### src/rtl/clock_set_ctrl.sv
// -----------------------------------------------------------------------------
// clock_set_ctrl
//
// Configuration controller for the time-of-day clock. Converts synchronized,
// debounced button events into one-cycle increment pulses for the seconds,
// minutes and hours counters. It provides auto-repeat while the increment
// button is held, an inactivity timeout back to run mode, and a blink mask for
// the field currently being edited.
//
// Ports:
//   clk         system clock
//   reset_n     asynchronous active-low reset
//   tick_1hz    one-cycle pulse per second (drives the inactivity timeout)
//   btn_mode    press pulse: enter/leave set mode
//   btn_next    press pulse: select the next field (SET states only)
//   btn_incr    level, high while the increment button is held
//   run         high in RUN; the datapath counts only when run=1
//   inc_sec     one-cycle increment pulse for seconds
//   inc_min     one-cycle increment pulse for minutes
//   inc_hour    one-cycle increment pulse for hours
//   field       0=sec, 1=min, 2=hour, 3=none (RUN)
//   blank_mask  bit0 sec, bit1 min, bit2 hour; 1 blanks that digit pair
// -----------------------------------------------------------------------------
module clock_set_ctrl #(
  parameter int unsigned HOLD_CYCLES   = 25000000,
  parameter int unsigned REPEAT_CYCLES = 6250000,
  parameter int unsigned BLINK_CYCLES  = 12500000,
  parameter int unsigned TIMEOUT_S     = 10
) (
  input  logic       clk,
  input  logic       reset_n,
  input  logic       tick_1hz,
  input  logic       btn_mode,
  input  logic       btn_next,
  input  logic       btn_incr,
  output logic       run,
  output logic       inc_sec,
  output logic       inc_min,
  output logic       inc_hour,
  output logic [1:0] field,
  output logic [2:0] blank_mask
);

  // State codes equal the field encoding, so field is the state register itself.
  localparam logic [1:0] ST_SEC  = 2'd0;
  localparam logic [1:0] ST_MIN  = 2'd1;
  localparam logic [1:0] ST_HOUR = 2'd2;
  localparam logic [1:0] ST_RUN  = 2'd3;

  localparam int unsigned MAX_HR = (HOLD_CYCLES > REPEAT_CYCLES) ? HOLD_CYCLES : REPEAT_CYCLES;
  localparam int unsigned MAX_ALL = (MAX_HR > BLINK_CYCLES) ? MAX_HR : BLINK_CYCLES;
  localparam int unsigned CW = $clog2(MAX_ALL) + 1;

  localparam logic [CW-1:0] HOLD_C     = CW'(HOLD_CYCLES);
  localparam logic [CW-1:0] REPEAT_C   = CW'(REPEAT_CYCLES);
  localparam logic [CW-1:0] BLINK_LAST = CW'(BLINK_CYCLES - 1);
  localparam logic [7:0]    TO_LAST    = 8'(TIMEOUT_S - 1);

  logic [1:0]    state;
  logic          incr_q;     // previous btn_incr sample
  logic          armed;      // auto-repeat enabled by an accepted press
  logic          in_rpt;     // first repeat already issued; now using REPEAT_CYCLES
  logic [CW-1:0] rpt_cnt;    // cycles since the last pulse while armed
  logic [7:0]    to_cnt;     // seconds without activity in SET states
  logic          phase;      // blink phase, 1 = blanked
  logic [CW-1:0] blk_cnt;

  logic [1:0]    state_nxt;
  logic          in_set, state_chg, incr_edge;
  logic          next_ev, incr_ev, rpt_fire, activity, expire;
  logic          phase_nxt;
  logic [CW-1:0] blk_nxt;

  assign field = state;

  assign in_set    = (state != ST_RUN);
  assign incr_edge = btn_incr & ~incr_q;

  // Priority: btn_mode > btn_next > increment activity; lower events drop.
  assign next_ev  = in_set & btn_next & ~btn_mode;
  assign incr_ev  = in_set & incr_edge & ~btn_mode & ~btn_next;
  assign rpt_fire = in_set & armed & btn_incr & ~btn_mode & ~btn_next &
                    (in_rpt ? (rpt_cnt == REPEAT_C) : (rpt_cnt == HOLD_C));
  assign activity = btn_mode | next_ev | incr_ev | rpt_fire;

  // Activity on the expiring tick keeps the controller in SET.
  assign expire = in_set & tick_1hz & (to_cnt == TO_LAST) & ~activity;

  // NOTE: every signal assigned in always_comb gets a default first, so no
  // path leaves it unassigned and no latch is inferred.
  always_comb begin
    state_nxt = state;
    if (btn_mode) begin
      state_nxt = in_set ? ST_RUN : ST_SEC;
    end else if (next_ev) begin
      case (state)
        ST_SEC:  state_nxt = ST_MIN;
        ST_MIN:  state_nxt = ST_HOUR;
        default: state_nxt = ST_SEC;
      endcase
    end else if (expire) begin
      state_nxt = ST_RUN;
    end
  end

  assign state_chg = (state_nxt != state);

  always_comb begin
    phase_nxt = phase;
    blk_nxt   = blk_cnt;
    if ((state_nxt == ST_RUN) || state_chg || activity) begin
      phase_nxt = 1'b0;
      blk_nxt   = '0;
    end else if (blk_cnt == BLINK_LAST) begin
      phase_nxt = ~phase;
      blk_nxt   = '0;
    end else begin
      blk_nxt   = blk_cnt + 1'b1;
    end
  end

  // NOTE: sequential state uses non-blocking assignments so every register
  // samples the pre-edge values, independent of statement order.
  always_ff @(posedge clk or negedge reset_n) begin
    if (!reset_n) begin
      state      <= ST_RUN;
      run        <= 1'b1;
      inc_sec    <= 1'b0;
      inc_min    <= 1'b0;
      inc_hour   <= 1'b0;
      blank_mask <= 3'b000;
      incr_q     <= 1'b0;
      armed      <= 1'b0;
      in_rpt     <= 1'b0;
      rpt_cnt    <= '0;
      to_cnt     <= 8'd0;
      phase      <= 1'b0;
      blk_cnt    <= '0;
    end else begin
      state  <= state_nxt;
      run    <= (state_nxt == ST_RUN);
      incr_q <= btn_incr;

      // Pulses never coincide with a state change, so the current field is
      // the target.
      inc_sec  <= (incr_ev | rpt_fire) & (state == ST_SEC);
      inc_min  <= (incr_ev | rpt_fire) & (state == ST_MIN);
      inc_hour <= (incr_ev | rpt_fire) & (state == ST_HOUR);

      // Repeat counter holds "cycles since last pulse"; a fresh press after
      // any state change is required to re-arm.
      if (state_chg || !btn_incr) begin
        armed   <= 1'b0;
        in_rpt  <= 1'b0;
        rpt_cnt <= '0;
      end else if (incr_ev) begin
        armed   <= 1'b1;
        in_rpt  <= 1'b0;
        rpt_cnt <= CW'(1);
      end else if (rpt_fire) begin
        in_rpt  <= 1'b1;
        rpt_cnt <= CW'(1);
      end else if (armed) begin
        rpt_cnt <= rpt_cnt + 1'b1;
      end

      if ((state_nxt == ST_RUN) || state_chg || activity) begin
        to_cnt <= 8'd0;
      end else if (tick_1hz) begin
        to_cnt <= to_cnt + 8'd1;
      end

      phase      <= phase_nxt;
      blk_cnt    <= blk_nxt;
      blank_mask <= (state_nxt == ST_RUN) ? 3'b000 : (3'(phase_nxt) << state_nxt);
    end
  end

endmodule
### config.mk
export PLATFORM = sky130hd
export DESIGN_NAME = clock_set_ctrl
export DESIGN_NICKNAME = d
export VERILOG_FILES = /design/src/rtl/clock_set_ctrl.sv
export SDC_FILE = /design/constraint.sdc
export NUM_CORES = 1
export LEC_CHECK = 0
export ABC_AREA = 1
export CORE_MARGIN = 2
export CORE_UTILIZATION = 60
export DETAILED_ROUTE_END_ITERATION = 12
export PLACE_DENSITY = 0.82
export REMOVE_ABC_BUFFERS = 1
export SYNTH_ARGS = -nofsm -noshare
export SYNTH_HDL_FRONTEND = slang
export SYNTH_SLANG_ARGS = --single-unit
### constraint.sdc
create_clock -name clk -period 2.5 [get_ports clk]
set_input_delay 0.5 -clock clk [delete_from_list [all_inputs] [get_ports clk]]
set_output_delay 0.5 -clock clk [all_outputs]
set_load 0.02 [all_outputs]
== Yosys cells after proc, flatten, opt, wreduce, memory -nomap -nowiden ==
Index checks and enable logic that the tools add are counted.
W data, S select, Z words.
Storage, ports and cells
  latch bits: 0
  input bits: 6
  logic and storage cells: 83
  register bits after elaboration: 73
  output and inout bits: 9
  memories kept: 0
  memory bits (writable): 0
  bits in read-only memories: 0
Operators by class
  equal/unequal tests: 9
  add/subtract/negate cells: 3
  $lt $le $gt $ge: 0
  reductions and logical operators: 9
  divide/modulo/power cells: 0
  bitwise gates (word level): 26
  shifts and indexed selects: 1
  multiplexer cells: 22
  $mul: 0
Operator list (number)
  $mux W26: 6
  $add A26 B1 Y26 const B: 2
  $eq A26 B23 Y1 const B: 1
  $eq A26 B24 Y1 const B: 1
  $eq A26 B25 Y1 const B: 1
  $and A1 B1 Y1: 17
  $mux W8: 2
  $add A8 B1 Y8 const B: 1
  $eq A8 B4 Y1 const B: 1
  $mux W1: 8
  $mux W2: 4
  $not A1 Y1: 5
  $eq A2 B2 Y1 const B: 2
  $or A1 B1 Y1: 4
  $pmux W2 S2: 1
  $reduce_bool A2 Y1: 2
  $reduce_bool A4 Y1: 1
  $logic_or A1 B1 Y1: 3
  $mux W3: 1
  $reduce_bool A3 Y1: 1
  $shl A1 B2 Y3: 1
  $eq A2 B1 Y1 const B: 1
  $logic_not A2 Y1: 1
  $ne A2 B2 Y1: 1
  2 further kinds: 2

== Logic depth before layout (Yosys ltp) ==
  depth after elaboration: 18
  depth in mapped cells: 18
  depth with buffers taken out: 17

== Least setup slack after synthesis ==
No wires, ideal clock.
  path type: register -> register
  start: reg rpt_cnt[0]
  end: reg rpt_cnt[20]
  required time: 2.380 ns
  arrival: 1.813 ns
  path buffers: 1
  clock period less this slack: 1.933 ns
  cell stages (with the launch flop): 19
  library setup time: 0.120 ns
  setup slack: 0.567 ns
  cells stage by stage: dfrtp_1 > inv_1 > ha_1 > inv_1 > nor2_1 > nand2_1 > nor2_1 > nand2_1 > nor2_1 > nand2_2 > nand3_2 > nand2_1 > nand2_1 > nand2_1 > nand2_2 > nand2_1 > nand4_4 > buf_6 > nor2_1
Between the ends
  cells in the longest elaborated chain, start to end: 12
  elaborated cells on any way between the ends: 18
  those cells by class: add/sub: 1; eq/ne: 3; mux: 8; bitwise: 4; reduce/logical: 2
RTL lines
  start: declaration: line 63  | logic [CW-1:0] rpt_cnt;
  start signal: assignment: line 164  | rpt_cnt <= rpt_cnt + 1'b1;
  $eq A26 B25 Y1 / $eq A26 B23 Y1 (equally long branches): line 83  | (in_rpt ? (rpt_cnt == REPEAT_C) : (rpt_cnt == HOLD_C));
  $mux W1: line 83
  $and A1 B1 Y1: line 82  | assign rpt_fire = in_set & armed & btn_incr & ~btn_mode & ~btn_next &
  $or A1 B1 Y1: line 84  | assign activity = btn_mode | next_ev | incr_ev | rpt_fire;
  $not A1 Y1: line 87  | assign expire = in_set & tick_1hz & (to_cnt == TO_LAST) & ~activity;
  $and A1 B1 Y1: line 87
  $mux W2: line 101  | end else if (expire) begin
  $mux W2: line 95  | end else if (next_ev) begin
  $mux W2: line 93  | if (btn_mode) begin
  $ne A2 B2 Y1: line 106  | assign state_chg = (state_nxt != state);
  $logic_or A1 B1 Y1: line 152  | if (state_chg || !btn_incr) begin
  $reduce_bool A4 Y1 (no source line) / $mux W26 (equally long branches)
Parallel ways exist; a longest one is shown, timed or not. The select of a mux whose other input is x is not followed.
A chain may end at the register's enable or synchronous reset.

== Final worst setup path ==
  start: in btn_incr
  end: reg blk_cnt[3]
Between the ends
  cells in the longest elaborated chain, start to end: 15
  elaborated cells on any way between the ends: 20
  those cells by class: eq/ne: 2; mux: 4; bitwise: 12; reduce/logical: 2
RTL lines
  start: declaration: line 35  | input logic btn_incr,
  $and A1 B1 Y1: line 77  | assign incr_edge = btn_incr & ~incr_q;
  $and A1 B1 Y1 (3 in series): line 81  | assign incr_ev = in_set & incr_edge & ~btn_mode & ~btn_next;
  $or A1 B1 Y1: line 84
  $or A1 B1 Y1 *: line 84
  $not A1 Y1: line 87
  $and A1 B1 Y1: line 87
  $mux W2: line 101
  $mux W2: line 95
  $mux W2: line 93
  $eq A2 B2 Y1 / $ne A2 B2 Y1 (equally long branches): line 111, 106
  $logic_or A1 B1 Y1: line 111  | if ((state_nxt == ST_RUN) || state_chg || activity) begin
  $logic_or A1 B1 Y1 *: line 111
  $mux W26 *: line 111
  via blk_nxt[3]: line 72  | logic [CW-1:0] blk_nxt;
  end signal: assignment: line 174  | blk_cnt <= blk_nxt;
  end: declaration: line 66  | logic [CW-1:0] blk_cnt;
Mark *: on every way through the listed nets, which the timed path passes. The rest lies on a longest branch.

==> results.ini <==
[outcome]
status = finished clean

[logic_synthesis]
synthMuxAreaShare_pct = 0
synthSimpleGateAreaFrac_pct = 33.48
netlist_instances = 484
synth-compound-area-share_pct = 3.383
ys_seq_area_share_pct = 46.70
yosysTopAreaCell = dfrtp_1
yosys.cell_types.count = 33
synth-adder-area-share_pct = 1.596
synth_top_family_by_area = simple AND/OR/NAND/NOR gates
synth_top_area_share_pct = 44.69
synth_area_leaders = dfrtp_1 (45%), nor2_1 (8.2%), nand2_1 (7.9%)
yosysWarnings = 0
syn_avg_cell_area_sq_um = 8.099
synth_xor_area_share_pct = 7.373
netlist_area_sq_um = 3920
synth-seq-cells = 73

[placed_design]
dpl.hpwl_mm = 5.481
placed_cell_area_sq_um = 4245
port_buffers = 14
place.gp.congestion = 0.8587

[critical_path]
worstSetupPathType = in2reg
critPathLaunchType = input pin
crit_path_max_fanout = 8
r2r_end = rpt_cnt[22]
cp.required_ns = 2.76
end_kind = flop
critPathArrivalTime_ns = 2.48
rr_worst_depth = 13
timing.rr.start = rpt_cnt[0]
regToRegSetupSlack_ns = 0.28

[detailed_routing]
routed_wire_length_per_instance_microns = 12.94
drc = 0
antenna_left = 0
drt-pass1-iter-count = 5
via_per_inst = 5.396
finalWirelength_mm = 7.738
first_iter_violations = 221
routed-via-count = 3227

[die]
die_x_microns = 84.83
core_area_sq_um = 6350
die_height_microns = 84.83
start_util_pct = 61.73
die_area_sq_um = 7196
num_rows = 29
ios = 15

[clock_network]
cts-resized-gates = 0
cts.sinks = 73
cts-buffers-inserted = 9
post_cts_buffers = 0
holdBufCountCts = 0
clkLatencyLatePin_ns = 0.34
clk_pin_slew_ns = 0.07
root_buffer = clkbuf_8
cts_tree = yes
clockBufferDepth = 2
htree_levels = 3

[global_route]
overflow = 0
grt_pass1_vias = 3093
antenna_found_initial = 0
grt_max_degree = 74
grt_pass1_wl_mm = 13.82
track_usage_pct = 24.02

[layout]
nFillCells = 441
final_area_sq_um = 4516
diodes = 0
syn2layout_area_growth_pct = 15.19
drive_above_1_share_pct = 15.55
multi_input_comb_area_sq_um = 1804
seq_area_sq_um = 1831
nNetsFinal = 527

[run]
maxCapViolations = 0

[timing]
finalHoldViolations = 0
setup_viol = 0
fmaxAchievable_ghz = 0.4506
post-route-period-util_pct = 88.78
fin_skew_ns = 0.007559
worst_pin_slew_ns = 0.8794
relSlewSlack_pct = 41.37
min_period_ns = 2.219
fin_tns_setup_ns = 0
slew_viol_final = 0
rsz0062_at_grt = no

[pwr]
power_density_nw_per_um2 = 669.9
ir_drop_v = 0.0007063
leakagePower_uw = 0.001933

[hold_path]
hp-class = in2async

through the flow:
stage | setup WS (ns) | total power [uW] | utilization [%] | hold slack, ns | std cells
after global routing | 0.04710 | 3180 | 71.11 | 0.3562 | 598
after detailed placement | -0.02565 | 1874 | 66.86 | 0.4886 | 582
after global placement | 0.05106 | 1866 | 66.86 | 0.4685 | 582
final | 0.2806 | 3025 | 71.11 | 0.2864 | 598
after floorplan | 0.4456 | 1613 | - | 0.2044 | 479
after CTS | 0.2567 | 3051 | 71.00 | 0.3089 | 598
sequential cells by signal, summed over array words and instances, names as in the netlist:
register    cells
blank_mask      3
inc_hour        1
blk_cnt        26
phase           1
in_rpt          1
to_cnt          8
inc_sec         1
armed           1
rpt_cnt        26
incr_q          1
run             1
inc_min         1
field           2
cell usage after synthesis:
| cell type | instances |
|---|---|
| ha_1 | 5 |
| buf_6 | 2 |
| nor3b_1 | 4 |
| o21ai_0 | 8 |
| nand3b_1 | 1 |
| nand2_1 | 83 |
| nor4_1 | 6 |
| o22ai_1 | 2 |
| a21oi_1 | 10 |
| buf_2 | 2 |
| clkbuf_1 | 1 |
| nor2_2 | 23 |
| o21ai_1 | 1 |
| nand2_2 | 7 |
| nand4_4 | 1 |
| nand3_2 | 2 |
| a211oi_1 | 1 |
| xor2_1 | 28 |
| o2111ai_1 | 1 |
| inv_1 | 61 |
| clkinv_2 | 1 |
| nor2_1 | 86 |
| nand4_1 | 14 |
| dfstp_2 | 3 |
| inv_2 | 6 |
| a31o_2 | 1 |
| dfrtp_1 | 70 |
| nand3_1 | 20 |
| nor3b_2 | 1 |
| xnor2_1 | 5 |
| nor2_4 | 3 |
| nor3_1 | 22 |
| nor3_2 | 3 |
layer usage:
layer	track usage, %	wire length, microns
met1	33.46	3649
met2	37.72	3593
met3	4.280	357
met4	9.524	138
met5	0	0
cell type report:
cell class,instances,share of cell area [%]
inverter,68,5.680
clock inverter,4,2.161
sequential,73,40.54
tap,77,2.134
timing repair buffer,26,5.874
multi-input combinational,338,39.96
clock buffer,12,3.658
kinds of logic (layout without fill, tap and decap cells):
kind of cell,Yosys count,count (layout)
buffers and inverters,73,110
DFF,73,73
adders and majority gates,5,5
and+or+nand+nor,276,276
xor gates and xnor gates,33,33
AOI/OAI and AO/OA,24,24
critical path, stage by stage:
cell and delay, ns:
clkdlybuf4s50_1 0.57, nand3_1 0.14, nor2_1 0.12, nand2_1 0.05, nor2_1 0.11, nand2_2 0.08
nand3_2 0.09, o2111ai_1 0.10, nor2_1 0.20, nand2_1 0.18, buf_4 0.21, nor2_1 0.12
how the worst max path moves through the flow:
stage | from | to
finish | btn_incr | blk_cnt[3]
global placement | btn_incr | rpt_cnt[20]
detailed placement | btn_incr | blk_cnt[3]
floorplan | field[1] | rpt_cnt[1]
CTS | blk_cnt[0] | blk_cnt[18]
global route | blk_cnt[0] | blk_cnt[18]
power by group:
part	leakage, uW	total, uW	internal, uW	switching [uW]
clock	0.000129	1170	745	429
combinational	0.000797	583	225	358
sequential	0.00101	1270	1230	38.7
total	0.00193	3020	2200	825
layout by cell type (no fill, tap or decap), drive strengths merged:
cell / count
nor2: 112
nor4: 6
clkbuf: 12
bufinv: 3
nand2: 90
a211oi: 1
o21ai: 9
o22ai: 2
nand3b: 1
a31o: 1
buf: 13
a21oi: 10
nand3: 22
xnor2: 5
nor3: 25
ha: 5
xor2: 28
clkinv: 1
dfrtp: 70
inv: 67
clkinvlp: 1
nor3b: 5
nand4: 15
dfstp: 3
o2111ai: 1
clkdlybuf4s50: 13
(Power assumes the default switching activity.)
